==> config.mk <==
export PLATFORM = sky130hd
export DESIGN_NAME = mlp_dispatch_sched
export DESIGN_NICKNAME = d
export VERILOG_FILES = /design/src/rtl/mlp_noc_pkg.sv /design/src/rtl/mlp_ofifo_drain.sv /design/src/rtl/mlp_dispatch_sched.sv
export SDC_FILE = /design/constraint.sdc
export NUM_CORES = 1
export LEC_CHECK = 0
export BUFFER_PORTS_ARGS = -buffer_cell sky130_fd_sc_hd__buf_2
export CORE_AREA = 2 2 181 183
export DETAILED_ROUTE_END_ITERATION = 10
export DIE_AREA = 0 0 183 185
export PLACE_DENSITY = 0.62
export SETUP_SLACK_MARGIN = 0.02
export SYNTH_ARGS = -nofsm -noshare
export SYNTH_HDL_FRONTEND = slang
export SYNTH_HIERARCHICAL = 1
export SYNTH_SLANG_ARGS = --single-unit
==> constraint.sdc <==
create_clock -name clk -period 9.1 [get_ports clk]
set_clock_uncertainty 0.05 [all_clocks]
set_input_delay 1.82 -clock clk [delete_from_list [all_inputs] [get_ports clk]]
set_output_delay 1.82 -clock clk [all_outputs]
set_load 0.1 [all_outputs]
==> src/rtl/mlp_noc_pkg.sv <==
// Shared types and defaults for the mlp_1 NoC glue logic (dispatch scheduler, drains).
package mlp_noc_pkg;

    localparam int DATA_WIDTH_DEFAULT = 64;
    localparam int NUM_DISP_DEFAULT   = 4;

    typedef enum logic [1:0] {
        IDLE,
        SEND,
        STOP
    } sched_state_t;

endpackage

==> src/rtl/mlp_ofifo_drain.sv <==
// Collector ofifo drain: turns a 1-cycle-latency ren/rdata FIFO port into an
// AXI-stream master through a 2-entry registered output buffer.
module mlp_ofifo_drain #(
    parameter int DATA_WIDTH = 64
) (
    input  logic                  clk,
    input  logic                  reset_n,
    input  logic [DATA_WIDTH-1:0] col_rdata,
    output logic                  col_ren,
    input  logic                  col_rdy,
    output logic [DATA_WIDTH-1:0] m_axis_tdata,
    output logic                  m_axis_tvalid,
    input  logic                  m_axis_tready
);

    logic [DATA_WIDTH-1:0] entry [2];
    logic                  rd_ptr;
    logic                  wr_ptr;
    logic                  in_flight;
    logic [1:0]            count;
    logic                  push;
    logic                  pop;

    // A read is only issued when the word it returns is guaranteed a free slot.
    assign col_ren       = reset_n & col_rdy & ((count + {1'b0, in_flight}) < 2'd2);
    assign push          = in_flight;
    assign pop           = m_axis_tvalid & m_axis_tready;
    assign m_axis_tvalid = (count != 2'd0);
    assign m_axis_tdata  = entry[rd_ptr];

    always_ff @(posedge clk) begin
        if (!reset_n) begin
            in_flight <= 1'b0;
            count     <= 2'd0;
            rd_ptr    <= 1'b0;
            wr_ptr    <= 1'b0;
            entry[0]  <= '0;
            entry[1]  <= '0;
        end else begin
            in_flight <= col_ren;
            if (push) begin
                entry[wr_ptr] <= col_rdata;
                wr_ptr        <= ~wr_ptr;
            end
            if (pop) begin
                rd_ptr <= ~rd_ptr;
            end
            case ({push, pop})
                2'b10:   count <= count + 2'd1;
                2'b01:   count <= count - 2'd1;
                default: ;
            endcase
        end
    end

endmodule

==> src/rtl/mlp_dispatch_sched.sv <==
// Round-robin packet scheduler feeding the mlp_1 dispatchers, plus collector drain.
// Optional per-dispatcher/packet statistics under `MLP_DISPATCH_SCHED_STATS_EN.
module mlp_dispatch_sched
    import mlp_noc_pkg::*;
#(
    parameter int DATA_WIDTH    = DATA_WIDTH_DEFAULT,
    parameter int NUM_DISP      = NUM_DISP_DEFAULT,
    parameter int MAX_PKT_WORDS = 256
) (
    input  logic                           clk,
    input  logic                           reset_n,
    input  logic                           enable,
    input  logic [DATA_WIDTH-1:0]          s_axis_tdata,
    input  logic                           s_axis_tvalid,
    input  logic                           s_axis_tlast,
    output logic                           s_axis_tready,
    output logic [NUM_DISP*DATA_WIDTH-1:0] disp_wdata,
    output logic [NUM_DISP-1:0]            disp_wen,
    input  logic [NUM_DISP-1:0]            disp_rdy,
    input  logic [DATA_WIDTH-1:0]          col_rdata,
    output logic                           col_ren,
    input  logic                           col_rdy,
    output logic [DATA_WIDTH-1:0]          m_axis_tdata,
    output logic                           m_axis_tvalid,
    input  logic                           m_axis_tready,
`ifdef MLP_DISPATCH_SCHED_STATS_EN
    output logic [NUM_DISP*32-1:0]         disp_word_cnt,
    output logic [31:0]                    pkt_cnt,
`endif
    output logic [$clog2(NUM_DISP)-1:0]    cur_disp,
    output logic                           err_oversize
);

    localparam int DISP_W = $clog2(NUM_DISP);
    localparam int CNT_W  = $clog2(MAX_PKT_WORDS + 1);

    sched_state_t     state;
    sched_state_t     state_next;
    logic [CNT_W-1:0] word_cnt;
    logic             sending;
    logic             accept;
    logic             at_limit;
    logic             pkt_end;

    assign sending       = reset_n & (state == SEND);
    assign s_axis_tready = sending & disp_rdy[cur_disp];
    assign accept        = s_axis_tvalid & s_axis_tready;
    assign at_limit      = (word_cnt == CNT_W'(MAX_PKT_WORDS - 1));
    assign pkt_end       = accept & (s_axis_tlast | at_limit);
    assign disp_wdata    = {NUM_DISP{s_axis_tdata}};

    always_comb begin
        disp_wen = '0;
        if (accept) begin
            disp_wen[cur_disp] = 1'b1;
        end
    end

    // Packets are never truncated; with enable low and no packet open, wind down.
    always_comb begin
        state_next = state;
        case (state)
            IDLE: begin
                if (enable) state_next = SEND;
            end
            SEND: begin
                if (pkt_end) begin
                    state_next = enable ? SEND : STOP;
                end else if (!enable && (word_cnt == '0) && !accept) begin
                    state_next = STOP;
                end
            end
            STOP:    state_next = IDLE;
            default: state_next = IDLE;
        endcase
    end

    always_ff @(posedge clk) begin
        if (!reset_n) begin
            state        <= IDLE;
            word_cnt     <= '0;
            cur_disp     <= '0;
            err_oversize <= 1'b0;
        end else begin
            state <= state_next;
            if (pkt_end) begin
                word_cnt <= '0;
                cur_disp <= cur_disp + DISP_W'(1);
            end else if (accept) begin
                word_cnt <= word_cnt + CNT_W'(1);
            end
            if (accept && at_limit && !s_axis_tlast) begin
                err_oversize <= 1'b1;
            end
        end
    end

`ifdef MLP_DISPATCH_SCHED_STATS_EN
    always_ff @(posedge clk) begin
        if (!reset_n) begin
            disp_word_cnt <= '0;
            pkt_cnt       <= '0;
        end else begin
            if (accept) begin
                disp_word_cnt[cur_disp*32 +: 32] <= disp_word_cnt[cur_disp*32 +: 32] + 32'd1;
            end
            if (pkt_end) begin
                pkt_cnt <= pkt_cnt + 32'd1;
            end
        end
    end
`endif

    mlp_ofifo_drain #(
        .DATA_WIDTH(DATA_WIDTH)
    ) u_drain (
        .clk          (clk),
        .reset_n      (reset_n),
        .col_rdata    (col_rdata),
        .col_ren      (col_ren),
        .col_rdy      (col_rdy),
        .m_axis_tdata (m_axis_tdata),
        .m_axis_tvalid(m_axis_tvalid),
        .m_axis_tready(m_axis_tready)
    );

endmodule
# == After elaboration in Yosys (flattened, before gate mapping) ==
# Memories as Yosys holds them, arrays and structs flattened. A register that Yosys moved wholly into a read port is not among the register bits.
# Cells that the tools add are included.
# totals
ff_bits,19
latchBits,0
ramBits,128
romBits,0
inputBits,139
out_inout_bits,330
wordCells,69
memories,1
# memory_table
memory,depth,width,rd,rd_clocked_by_memory_dff,wr,line,text
u_drain.entry,2,64,1,1,2,mlp_ofifo_drain.sv:16,logic [DATA_WIDTH-1:0] entry [2];
# classes
n_addsub,5
multipliers,0
n_div,0
magnitude_cmp,3
eq_ne,6
n_shift,0
muxes,20
bitwise_logic,11
n_reduce_logical,15
# ops
operator,n
$mux W64,1
$reduce_or A64 Y1,1
$mux W1,10
$add A9 B1 Y9 const B,1
$eq A9 B8 Y1 const B,1
$logic_not A9 Y1,1
$mux W2,4
$pmux W2 S2,2
$and A1 B1 Y1,7
$logic_and A1 B1 Y1,5
$add A2 B1 Y2 const B,2
$eq A2 B1 Y1 const B,2
$mux W4,1
$reduce_bool A2 Y1,2
$logic_not A1 Y1,3
$lt A2 B3 Y1 const B,1
$ne A3 B2 Y1 const B,1
$not A1 Y1,3
$add A2 B1 Y2,1
$bmux W1 S2,1
$demux W1 S2,1
$eq A2 B2 Y1 const B,1
$ge A2 B1 Y1 const B,1
$logic_not A2 Y1,1
6 further kinds,6

# == Depth between registers and ports, before layout ==
# logic_depth
ltp_word,9
mapped_depth,10
depth_no_buf,9

# == Hierarchy ==
# Netlist, hierarchy kept.
# modules_own_cells
module,instances,cells_each,area_per_inst_um2
mlp_ofifo_drain,1,442,5689.2
mlp_dispatch_sched,1,367,2820.2

# == Least setup slack after synthesis ==
# Ideal clock, no wire load.
# synth_timing
path_type,input -> output
startpoint,in reset_n
endpoint,out disp_wen[0]
t_arrival_ns,3.242
required_ns,7.230
slack_ns,3.988
path_stages,4
n_path_buf,2
path_cell_list,clkbuf_1 and3b_1 clkbuf_1 and3_1
# synth_via
elab_chain_cells,4
# synth_rtl
item,line,text
from (decl),mlp_dispatch_sched.sv:11,"input logic reset_n,"
$and A1 B1 Y1,mlp_dispatch_sched.sv:45,assign sending = reset_n & (state == SEND);
$and A1 B1 Y1,mlp_dispatch_sched.sv:46,assign s_axis_tready = sending & disp_rdy[cur_disp];
$and A1 B1 Y1,mlp_dispatch_sched.sv:47,assign accept = s_axis_tvalid & s_axis_tready;
$mux W4,mlp_dispatch_sched.sv:54,if (accept) begin
to (decl),mlp_dispatch_sched.sv:18,"output logic [NUM_DISP-1:0] disp_wen,"
# No other way between the ends.

# == Worst setup path in the final report ==
# layout_timing
startpoint,in reset_n
endpoint,out disp_wen[2]
# Same word-level chain as after synthesis.

==> results.json <==
{
  "p_int_mw": 1.38,
  "first_pass_iters": 4,
  "post_cts_buffers": 0,
  "powerDensity_nw_per_um2": 292,
  "critPathLaunchType": "input pin",
  "worst_pin_slew_ns": 0.986,
  "grt_first_pass_wirelength_um": 28600,
  "synth_fp_nets": 956,
  "core_sq_um": 32000,
  "dr.first_iter.drc_count": 212,
  "synth_seq_cells": 148,
  "r2r_start": "word_cnt[0]$_SDFFE_PP0P_",
  "status": "finished, final reports clean",
  "syn_inst": 809,
  "fin_tns_setup_ns": 0,
  "synth_edf_count": 128,
  "p_leak_nw": 3.28,
  "maxSlewViolCount": 0,
  "p_sw_mw": 1.05,
  "cts_num_sinks": 148,
  "drt_drc_violations_left": 0,
  "gp_congestion": 0.765,
  "fp-row-count": 66,
  "setup.worst_path.start": "reset_n",
  "seq_area_frac_synth_pct": 49.9,
  "fin_crit_ns": 5.40,
  "clkTransAtPathRegs_ns": 0.06,
  "dieHeight_um": 185,
  "rsz0062_at_grt": "false",
  "r2r-end": "word_cnt[5]$_SDFFE_PP0P_",
  "ys_types": 46,
  "ys_warn_count": 6,
  "cp-end-kind": "output pin",
  "vias": 4857,
  "die_area_sq_um": 33900,
  "path_common_cell": "buf_2",
  "overflow": 0,
  "grt_util_met2_pct": 19.5,
  "cap_viol_max_count": 0,
  "fin_total_pwr_mw": 2.43,
  "dpl.hpwl_um": 14200,
  "slowest_stage": "and3b_1",
  "finalSetupViolations": 0,
  "crit_path_max_fanout": 48,
  "viasPerCell": 4.37,
  "wl_um": 20700,
  "cts_hold_buf": 0,
  "nNetsFinal": 838,
  "clk_latency_ns": 0.42,
  "cts_resized": 0,
  "finalHoldViolCount": 0,
  "antenna_found_initial": 2,
  "crit_required_ns": 7.23,
  "rrSetupSlack_ns": 6.72,
  "worstSetupPathType": "in -> out",
  "min_path_type": "reg -> reg",
  "multiInputGateArea_sq_um": 2160,
  "synth_area_leaders": "edfxtp_1 45%, buf_4 23%, mux2_2 8.5%",
  "grt_pass1_vias": 4715,
  "avgSynthCellArea_sq_um": 10.5,
  "min-delay-start": "err_oversize$_SDFFE_PN0P_",
  "reg2reg_depth": 8,
  "regArea_sq_um": 4250,
  "cts_tree": "built",
  "cts_max_level": 4,
  "power_frac_comb_pct": 38.3,
  "grt-busiest-layer": "met2",
  "diodes": 0,
  "use_met3_pct": 7.35,
  "drive_gt1_share_pct": 36.5,
  "power.share.switching_pct": 43.1,
  "port_buffers": 148,
  "grt_usage_pct": 11.4,
  "grt_max_degree": 66,
  "wire_per_inst_um": 18.6,
  "cts-buffers-inserted": 17,
  "syn_area_sq_um": 8510,
  "clkPwrFrac_pct": 27.7,
  "setup.worst_path.end": "disp_wen[2]",
  "gr-usage-met1_pct": 11.2,
  "start_util_pct": 26.6,
  "ioPinCount": 469,
  "path_cells": "buf_2 -> buf_4 -> and3b_1 -> and3_1 -> buf_2",
  "slowest_delay_ns": 0.49,
  "p_seq_share_pct": 34.0,
  "period_share_pct": 59.3,
  "antenna_left": 0,
  "fp.dieW_um": 183,
  "synth_top_area_cell": "edfxtp_1",
  "cts-root-buf": "clkbuf_16",
  "max_clock_freq_mhz": 185,
  "fill_cells": 3363,
  "relSlewSlack_pct": 34.2,
  "synthFlopType": "edfxtp_1",
  "synth_top_area_share_pct": 45.2,
  "worst_ep_arrival_time_ns": 3.53,
  "ir_drop_v": 0.000111,
  "cts_buffer_depth": 2,
  "area_growth_pct": -2.48,
  "async_reset_ff_share_pct": 0
}
==> power groups by stage <==
stage / combinational [mW] / clock (mW) / sequential [mW]
3_3_place_gp: 0.937 / 0 / 0.836
4_1_cts: 0.939 / 0.692 / 0.825
2_1_floorplan: 1.32 / 0 / 0.836
6_report: 0.928 / 0.673 / 0.825
3_5_place_dp: 0.937 / 0 / 0.839
5_1_grt: 0.962 / 0.715 / 0.831
==> cell usage after synthesis, types with 2 or more instances <==
master	count
inv_1	7
mux2i_1	3
o21ai_0	8
xnor2_1	3
nand4_1	2
dfxtp_1	20
nand3_1	2
nand2_1	83
edfxtp_1	128
nor3_1	4
a32o_1	2
nor2b_1	3
a31oi_1	2
a21boi_1	2
nand2b_1	3
nor4_1	2
and3_1	11
o22ai_1	2
buf_4	256
clkbuf_1	12
ha_1	8
o21a_1	2
o211ai_1	3
or2_2	2
buf_2	23
mux2_2	64
nor2_1	133
==> how the worst min path moves through the flow <==
stage,to,slack [ns],depth (start not counted)
finish,err_oversize$_SDFFE_PN0P_,0.44,1
global route,word_cnt[8]$_SDFFE_PP0P_,0.46,2
CTS,word_cnt[8]$_SDFFE_PP0P_,0.44,2
detailed placement,err_oversize$_SDFFE_PN0P_,0.43,1
global placement,state[0]$_SDFFE_PN0P_,0.41,1
floorplan,state[0]$_SDFFE_PN0P_,0.39,1
==> cell families (layout without fill, tap and decap cells) <==
kind of cell / Yosys count / after routing / synth area share (%)
buffers and inverters: 299 / 194 / 24.9
AND/OR/NAND/NOR: 253 / 253 / 12.4
flip-flops: 148 / 148 / 49.9
multiplexers: 67 / 67 / 8.82
AO/OA/AOI/OAI: 30 / 30 / 2.46
adder cells (fa/ha/maj): 8 / 8 / 1.18
XOR/XNOR: 4 / 4 / 0.412
==> sequential cells by signal, summed over array words and instances (netlist names), named ones only <==
signal,flops
u_drain/wr_ptr,1
word_cnt,9
u_drain/in_flight,1
cur_disp,2
u_drain/entry,128
u_drain/count,2
err_oversize,1
u_drain/rd_ptr,1
state,2
==> worst max-delay path: cells and delay by family <==
family,cells,cell delay [ns]
buffers and inverters,3,0.96
and+or+nand+nor,2,0.75
==> area by class of cell <==
type | count | area share [%]
multi-input combinational | 362 | 26.0
clock inverter | 13 | 1.61
inverter | 7 | 0.317
timing repair buffer | 155 | 9.56
clock buffer | 19 | 5.22
tap | 408 | 6.15
sequential | 148 | 51.2
==> routing by layer <==
metal	wire, um	up-vias
li1	-	2209
met1	7160	2243
met2	10200	367
met3	2810	28
met4	324	10
met5	126	-
==> cells in the final DEF, fill, tap and decap left out, drive strengths merged, types with 5 or more instances in the layout <==
master / count
and3: 11
buf: 155
clkbuf: 19
clkinv: 5
dfxtp: 20
edfxtp: 128
ha: 8
inv: 9
mux2: 64
nand2: 83
nor2: 133
o21ai: 9
==> metrics by stage <==
stage	instances	instance area (sq um)	setup slack, ns	utilization [%]	hold slack [ns]
floorplan	809	8510	3.99	-	0.394
finish	1112	8300	3.70	25.9	0.435
CTS	1112	8300	3.69	25.9	0.438
global route	1112	8300	3.56	25.9	0.457
global placement	1080	7730	3.71	24.1	0.414
detailed placement	1080	7730	3.69	24.1	0.426
Power figures use the tool's default switching activity.
